File: config.mk
export PLATFORM = sky130hd
export DESIGN_NAME = multicycle_computer_controller_cond_unit_flat
export DESIGN_NICKNAME = d
export VERILOG_FILES = /design/src/rtl/multicycle_computer_controller_cond_unit_pkg.sv /design/src/rtl/multicycle_computer_controller_cond_unit_if.sv /design/src/rtl/multicycle_computer_cond_decode.sv /design/src/rtl/multicycle_computer_controller_cond_unit.sv /design/src/flat_wrapper.sv
export SDC_FILE = /design/constraint.sdc
export NUM_CORES = 1
export LEC_CHECK = 0
export ABC_AREA = 1
export CAP_MARGIN = 0
export CORE_MARGIN = 2
export CORE_UTILIZATION = 32
export CTS_BUF_LIST = sky130_fd_sc_hd__clkbuf_16
export CTS_CLUSTER_SIZE = 28
export DETAILED_ROUTE_END_ITERATION = 8
export PLACE_DENSITY = 0.58
export SLEW_MARGIN = 20
export SYNTH_ARGS = -nofsm -noshare
export SYNTH_HDL_FRONTEND = slang
export SYNTH_SLANG_ARGS = --single-unit
File: constraint.sdc
create_clock -name clk -period 1.4 [get_ports clk]
set_clock_uncertainty 0.05 [all_clocks]
set_input_delay 0.42 -clock clk [delete_from_list [all_inputs] [get_ports clk]]
set_output_delay 0.42 -clock clk [all_outputs]
set_load 0.005 [all_outputs]
File: src/rtl/multicycle_computer_controller_cond_unit_pkg.sv
// Shared constants for the conditional-execution unit: condition codes,
// flag bit positions inside {N,Z,C,V}, and flag_w write-enable bit positions.
package multicycle_computer_controller_cond_unit_pkg;

  localparam logic [3:0] COND_EQ = 4'h0;
  localparam logic [3:0] COND_NE = 4'h1;
  localparam logic [3:0] COND_CS = 4'h2;
  localparam logic [3:0] COND_CC = 4'h3;
  localparam logic [3:0] COND_MI = 4'h4;
  localparam logic [3:0] COND_PL = 4'h5;
  localparam logic [3:0] COND_VS = 4'h6;
  localparam logic [3:0] COND_VC = 4'h7;
  localparam logic [3:0] COND_HI = 4'h8;
  localparam logic [3:0] COND_LS = 4'h9;
  localparam logic [3:0] COND_GE = 4'hA;
  localparam logic [3:0] COND_LT = 4'hB;
  localparam logic [3:0] COND_GT = 4'hC;
  localparam logic [3:0] COND_LE = 4'hD;
  localparam logic [3:0] COND_AL = 4'hE;
  localparam logic [3:0] COND_NV = 4'hF;

  localparam int FLAG_N = 3;
  localparam int FLAG_Z = 2;
  localparam int FLAG_C = 1;
  localparam int FLAG_V = 0;

  localparam int FW_NZ = 1;
  localparam int FW_CV = 0;

  // Partial flag update: flag_w[1] replaces N,Z and flag_w[0] replaces C,V.
  function automatic logic [3:0] merge_flags(input logic [3:0] old_flags,
                                             input logic [3:0] alu_flags,
                                             input logic [1:0] flag_w);
    logic [3:0] res;
    res = old_flags;
    if (flag_w[FW_NZ]) begin
      res[FLAG_N] = alu_flags[FLAG_N];
      res[FLAG_Z] = alu_flags[FLAG_Z];
    end
    if (flag_w[FW_CV]) begin
      res[FLAG_C] = alu_flags[FLAG_C];
      res[FLAG_V] = alu_flags[FLAG_V];
    end
    return res;
  endfunction

endpackage

File: src/rtl/multicycle_computer_controller_cond_unit_if.sv
// Controller-side bundle of the conditional-execution unit. The master is the
// FSM/decoder/datapath side; the slave is the unit itself.
interface multicycle_computer_controller_cond_unit_if #(
  parameter int CTX_W = 1
);
  logic [3:0]       instr_cond;
  logic [3:0]       alu_flags;
  logic             cond_eval;
  logic [1:0]       flag_w;
  logic             pcs;
  logic             reg_w;
  logic             mem_w;
  logic             no_write;
  logic [CTX_W-1:0] ctx_sel;
  logic [3:0]       flags_out;
  logic             cond_ex;
  logic             pcs_g;
  logic             reg_w_g;
  logic             mem_w_g;
  logic             illegal_cond;

  modport master (
    output instr_cond, alu_flags, cond_eval, flag_w, pcs, reg_w, mem_w,
           no_write, ctx_sel,
    input  flags_out, cond_ex, pcs_g, reg_w_g, mem_w_g, illegal_cond
  );

  modport slave (
    input  instr_cond, alu_flags, cond_eval, flag_w, pcs, reg_w, mem_w,
           no_write, ctx_sel,
    output flags_out, cond_ex, pcs_g, reg_w_g, mem_w_g, illegal_cond
  );
endinterface

File: src/rtl/multicycle_computer_cond_decode.sv
// Pure combinational condition-code evaluator: 4-bit cond field against
// {N,Z,C,V} gives the execute/skip decision.
module multicycle_computer_cond_decode
  import multicycle_computer_controller_cond_unit_pkg::*;
(
  input  logic [3:0] i_cond,
  input  logic [3:0] i_flags,
  output logic       o_result
);

  logic w_n, w_z, w_c, w_v;

  assign w_n = i_flags[FLAG_N];
  assign w_z = i_flags[FLAG_Z];
  assign w_c = i_flags[FLAG_C];
  assign w_v = i_flags[FLAG_V];

  always_comb begin
    o_result = 1'b0;
    case (i_cond)
      COND_EQ: o_result = w_z;
      COND_NE: o_result = ~w_z;
      COND_CS: o_result = w_c;
      COND_CC: o_result = ~w_c;
      COND_MI: o_result = w_n;
      COND_PL: o_result = ~w_n;
      COND_VS: o_result = w_v;
      COND_VC: o_result = ~w_v;
      COND_HI: o_result = w_c & ~w_z;
      COND_LS: o_result = ~w_c | w_z;
      COND_GE: o_result = (w_n == w_v);
      COND_LT: o_result = (w_n != w_v);
      COND_GT: o_result = ~w_z & (w_n == w_v);
      COND_LE: o_result = w_z | (w_n != w_v);
      COND_AL: o_result = 1'b1;
      COND_NV: o_result = 1'b0;
      default: o_result = 1'b0;
    endcase
  end

endmodule

File: src/rtl/multicycle_computer_controller_cond_unit.sv
// Conditional-execution unit: banked NZCV registers, latched CondEx, NV trap
// pulse and gating of the PC/register/memory write strobes.
module multicycle_computer_controller_cond_unit
  import multicycle_computer_controller_cond_unit_pkg::*;
#(
  parameter int N_CTX   = 2,
  parameter int CTX_W   = 1,
  parameter int NV_TRAP = 1
) (
  input logic clk,
  input logic reset,
  multicycle_computer_controller_cond_unit_if.slave bus
);

  if (N_CTX < 1) begin : g_bad_nctx
    $error("N_CTX must be at least 1");
  end
  if (CTX_W < 1 || CTX_W < $clog2(N_CTX)) begin : g_bad_ctxw
    $error("CTX_W too narrow for N_CTX");
  end

  logic [N_CTX-1:0][3:0] w_bank;
  logic [3:0]            w_flags;
  logic                  w_dec;
  logic                  w_trap;
  logic                  r_cond_ex;
  logic                  r_illegal;

  // Out-of-range contexts match no bank, so they read as all-zero flags.
  always_comb begin
    w_flags = 4'b0000;
    for (int i = 0; i < N_CTX; i++) begin
      if (32'(bus.ctx_sel) == i) begin
        w_flags = w_bank[i];
      end
    end
  end

  multicycle_computer_cond_decode u_decode (
    .i_cond   (bus.instr_cond),
    .i_flags  (w_flags),
    .o_result (w_dec)
  );

  // Each bank updates only when selected; the qualifier is the pre-edge
  // cond_ex, so a same-cycle re-evaluation cannot affect this write.
  for (genvar gi = 0; gi < N_CTX; gi++) begin : g_bank
    logic [3:0] r_bank;

    always_ff @(posedge clk or posedge reset) begin
      if (reset) begin
        r_bank <= 4'b0000;
      end else if (r_cond_ex && (32'(bus.ctx_sel) == gi)) begin
        r_bank <= merge_flags(r_bank, bus.alu_flags, bus.flag_w);
      end
    end

    assign w_bank[gi] = r_bank;
  end

  assign w_trap = bus.cond_eval && (bus.instr_cond == COND_NV) && (NV_TRAP != 0);

  always_ff @(posedge clk or posedge reset) begin
    if (reset) begin
      r_cond_ex <= 1'b0;
      r_illegal <= 1'b0;
    end else begin
      if (bus.cond_eval) begin
        r_cond_ex <= w_dec;
      end
      r_illegal <= w_trap;
    end
  end

  assign bus.flags_out    = w_flags;
  assign bus.cond_ex      = r_cond_ex;
  assign bus.illegal_cond = r_illegal;
  assign bus.pcs_g        = bus.pcs & r_cond_ex;
  assign bus.reg_w_g      = bus.reg_w & r_cond_ex & ~bus.no_write;
  assign bus.mem_w_g      = bus.mem_w & r_cond_ex;

endmodule
File: src/flat_wrapper.sv
// flat-port wrapper written by rule: the top's interface ports become plain ports
module multicycle_computer_controller_cond_unit_flat import multicycle_computer_controller_cond_unit_pkg::*;
#(
  parameter int N_CTX   = 2,
  parameter int CTX_W   = 1,
  parameter int NV_TRAP = 1
)
  (clk, reset, bus_instr_cond, bus_alu_flags, bus_cond_eval, bus_flag_w, bus_pcs, bus_reg_w, bus_mem_w, bus_no_write, bus_ctx_sel, bus_flags_out, bus_cond_ex, bus_pcs_g, bus_reg_w_g, bus_mem_w_g, bus_illegal_cond);
  multicycle_computer_controller_cond_unit_if #(.CTX_W(CTX_W)) bus_i ();
  input logic clk;
  input logic reset;
  input wire logic [$bits(bus_i.instr_cond)-1:0] bus_instr_cond;
  input wire logic [$bits(bus_i.alu_flags)-1:0] bus_alu_flags;
  input wire logic [$bits(bus_i.cond_eval)-1:0] bus_cond_eval;
  input wire logic [$bits(bus_i.flag_w)-1:0] bus_flag_w;
  input wire logic [$bits(bus_i.pcs)-1:0] bus_pcs;
  input wire logic [$bits(bus_i.reg_w)-1:0] bus_reg_w;
  input wire logic [$bits(bus_i.mem_w)-1:0] bus_mem_w;
  input wire logic [$bits(bus_i.no_write)-1:0] bus_no_write;
  input wire logic [$bits(bus_i.ctx_sel)-1:0] bus_ctx_sel;
  output wire logic [$bits(bus_i.flags_out)-1:0] bus_flags_out;
  output wire logic [$bits(bus_i.cond_ex)-1:0] bus_cond_ex;
  output wire logic [$bits(bus_i.pcs_g)-1:0] bus_pcs_g;
  output wire logic [$bits(bus_i.reg_w_g)-1:0] bus_reg_w_g;
  output wire logic [$bits(bus_i.mem_w_g)-1:0] bus_mem_w_g;
  output wire logic [$bits(bus_i.illegal_cond)-1:0] bus_illegal_cond;
  assign bus_i.instr_cond = bus_instr_cond;
  assign bus_i.alu_flags = bus_alu_flags;
  assign bus_i.cond_eval = bus_cond_eval;
  assign bus_i.flag_w = bus_flag_w;
  assign bus_i.pcs = bus_pcs;
  assign bus_i.reg_w = bus_reg_w;
  assign bus_i.mem_w = bus_mem_w;
  assign bus_i.no_write = bus_no_write;
  assign bus_i.ctx_sel = bus_ctx_sel;
  assign bus_flags_out = bus_i.flags_out;
  assign bus_cond_ex = bus_i.cond_ex;
  assign bus_pcs_g = bus_i.pcs_g;
  assign bus_reg_w_g = bus_i.reg_w_g;
  assign bus_mem_w_g = bus_i.mem_w_g;
  assign bus_illegal_cond = bus_i.illegal_cond;
  multicycle_computer_controller_cond_unit #(.N_CTX(N_CTX), .CTX_W(CTX_W), .NV_TRAP(NV_TRAP)) u_core (.clk(clk), .reset(reset), .bus(bus_i));
endmodule
==> impl_metrics.csv <==
group,metric,value,unit
run_status,status,"finished, violations left",
run_status,violations,"setup timing",
sta,grt_setup_unrepaired,"yes",
sta,fin_ws,-0.0389,ns
drt,wl_per_cell,9.86,microns
critical_path,cp-end-kind,"output port",
floorplan,start_util,0.335,
place,dpl_cell_area,1160,sq um
floorplan,die_w,51.9,microns
synthesis,avgSynthCellArea,5.91,sq um
drt,ant_nets,0,
critical_path,required,0.93,ns
sta,relSlewSlack,0.749,
place,dp_hpwl,1590,microns
clock_network,cts_tree,"done",
floorplan,dieArea,2690,sq um
clock_network,h-tree-depth,1,
final_layout,final_cells,204,
drt,drtIter0Drc,18,
global_route,overflow,0,
drt,drt-total-wl,2010,microns
drt,vias_per_cell,4.42,
pwr,p_total,0.00176,W
global_route,grt_pass1_vias,860,
critical_path,arrival,0.97,ns
place,port-buffer-count,26,
critical_path,crit_type,"reg -> out",
synthesis,synth.distinct_cells,15,
synthesis,synth_seq_area_share,0.341,
final_layout,drive_above_1_share,0.392,
global_route,antenna_found_initial,0,
final_layout,nNetsFinal,195,
drt,drc,0,
global_route,grtUsageTotal,0.173,
final_layout,antennaDiodeCount,0,
synthesis,yosysWarnings,0,
clock_network,cts_root_buf,"clkbuf_16",
drt,dr.pass1.iters,4,
synthesis,synthesis.instances,124,
sta,maxSlewViolCount,0,
floorplan,num_rows,17,
place,gp_congestion,0.721,
sta,hold_viol,0,
clock_network,clock_path_buffers,2,
final_layout,postLayoutCellArea,1330,sq um
clock_network,cts_sinks,10,
place,dp_cells,196,
floorplan,core,2190,sq um
sta,fin_crit_sh,1.03,
critical_path,worstPathMaxFanout,4,
sta,fin_tns_setup,-0.0751,ns
clock_network,clkTransAtPathRegs,0.04,ns
global_route,grt_max_degree,11,
synthesis,syn_area,733,sq um
sta,holdWs,0.412,ns
final_layout,area_growth,80.7,%
sta,fmax,695,MHz
hold_path,hold_class,"in -> async",
sta,setup_violations,4,
run,maxCapViolations,0,
clock_network,cts_made_buffers,3,
pwr,p_leak,0.740,nW
floorplan,io-pin-count,27,
synthesis,synth-seq-cells,10,
sta,layout_min_cycle_time,1.44,ns
drt,dr_total_vias,901,
floorplan,dieHeight,51.9,microns
sta,worst_pin_slew,0.376,ns
synthesis,syn_nets,142,
pwr,p_per_area,1320,nW/um^2
clock_network,clock_latency,0.23,ns
global_route,grt_pass1_wl,3430,microns
pwr,irDropWorstVdd,865,uV
critical_path,start_kind,"flip-flop",
[cells in the final DEF (no fill, tap or decap), types with 4 or more instances in the layout]
| cell | netlist | final |
|---|---|---|
| dfrtp_1 | 10 | 10 |
| buf_2 | 0 | 5 |
| nand3_1 | 11 | 10 |
| nor2_1 | 14 | 14 |
| inv_1 | 20 | 14 |
| buf_6 | 1 | 5 |
| dlygate4sd2_1 | 0 | 6 |
| clkdlybuf4s50_1 | 0 | 8 |
| o21ai_0 | 8 | 8 |
| clkdlybuf4s15_2 | 0 | 4 |
| buf_4 | 0 | 21 |
| nand2_1 | 47 | 33 |
| inv_2 | 2 | 8 |
| nand2_2 | 5 | 17 |
[worst max-delay path, stage by stage (launching register included)]
cell	delay (ns)
dfrtp_1	0.35
buf_6	0.13
nand2_2	0.04
nor2_1	0.08
buf_2	0.12
[Yosys cell counts (all sizes together)]
| library cell | n | area share |
|---|---|---|
| o21ai | 10 | 0.073 |
| a21oi | 1 | 0.0068 |
| clkbuf | 1 | 0.0051 |
| dfrtp | 10 | 0.34 |
| nand2 | 52 | 0.28 |
| nor2 | 14 | 0.072 |
| nand4 | 1 | 0.0085 |
| nand3 | 11 | 0.075 |
| nor3 | 1 | 0.0068 |
| buf | 1 | 0.015 |
| inv | 22 | 0.11 |
[stage by stage]
step / utilization / setup slack, ns
CTS: 0.584 / -0.0511
detailed placement: 0.531 / -0.918
global route: 0.605 / -0.0758
global placement: 0.531 / -0.880
floorplan: - / 0.0696
finish: 0.605 / -0.0389
[flip-flops by register name (all words and copies together), names as in the netlist]
name,cells
u_core.g_bank.r_bank,8
u_core.bus.cond_ex,1
u_core.bus.illegal_cond,1
[repair_timing]
| item | CTS | global route |
|---|---|---|
| gates resized for setup | 71 | 12 |
| endpoints found under the setup margin | 15 | 7 |
| hold buffers | 0 | 0 |
| setup buffers | 4 | 0 |
| endpoints found under the hold margin | 0 | 0 |
| pin swaps | 15 | 13 |
[final timing paths]
check	start	to	slack, ns	depth (start not counted)
setup / recovery	u_core.bus.cond_ex	bus_reg_w_g	-0.04	4
hold / removal	reset	u_core.g_bank[1].r_bank[1]	0.41	2
setup reg to reg	u_core.g_bank[0].r_bank[3]	u_core.bus.cond_ex	0.04	11
hold reg to reg	u_core.g_bank[0].r_bank[1]	u_core.g_bank[0].r_bank[1]	0.45	2
max in group asynchronous	reset	u_core.g_bank[0].r_bank[2]	0.62	2
min in group clk	u_core.g_bank[0].r_bank[1]	u_core.g_bank[0].r_bank[1]	0.45	2
[cells by family after synthesis]
logic type,after synthesis,share of synthesized area
buffers and inverters,24,0.133
AOI/OAI and AO/OA,11,0.0802
DFF,10,0.341
and+or+nand+nor,79,0.445
[layout make-up]
cell class / instances / area (sq um)
Fill cell: 200 / 866
Multi-Input combinational cell: 90 / 447
Timing Repair Buffer: 50 / 432
Sequential cell: 10 / 250
Inverter: 22 / 82.6
Clock buffer: 3 / 75.1
Tap cell: 28 / 35.0
Clock inverter: 1 / 3.75
[power breakdown]
group,switching [W],internal (W)
registers,0.0000690,0.000391
logic,0.000379,0.000413
clock network,0.000130,0.000374
[per-layer routing]
layer / track usage / routed length (microns) / vias up
met5: 0 / 0 / -
met4: 0.0658 / 23 / 0
met3: 0.0345 / 66 / 4
met2: 0.308 / 1010 / 14
met1: 0.201 / 907 / 401
li1: - / - / 482
Power figures use the tool's default switching activity.
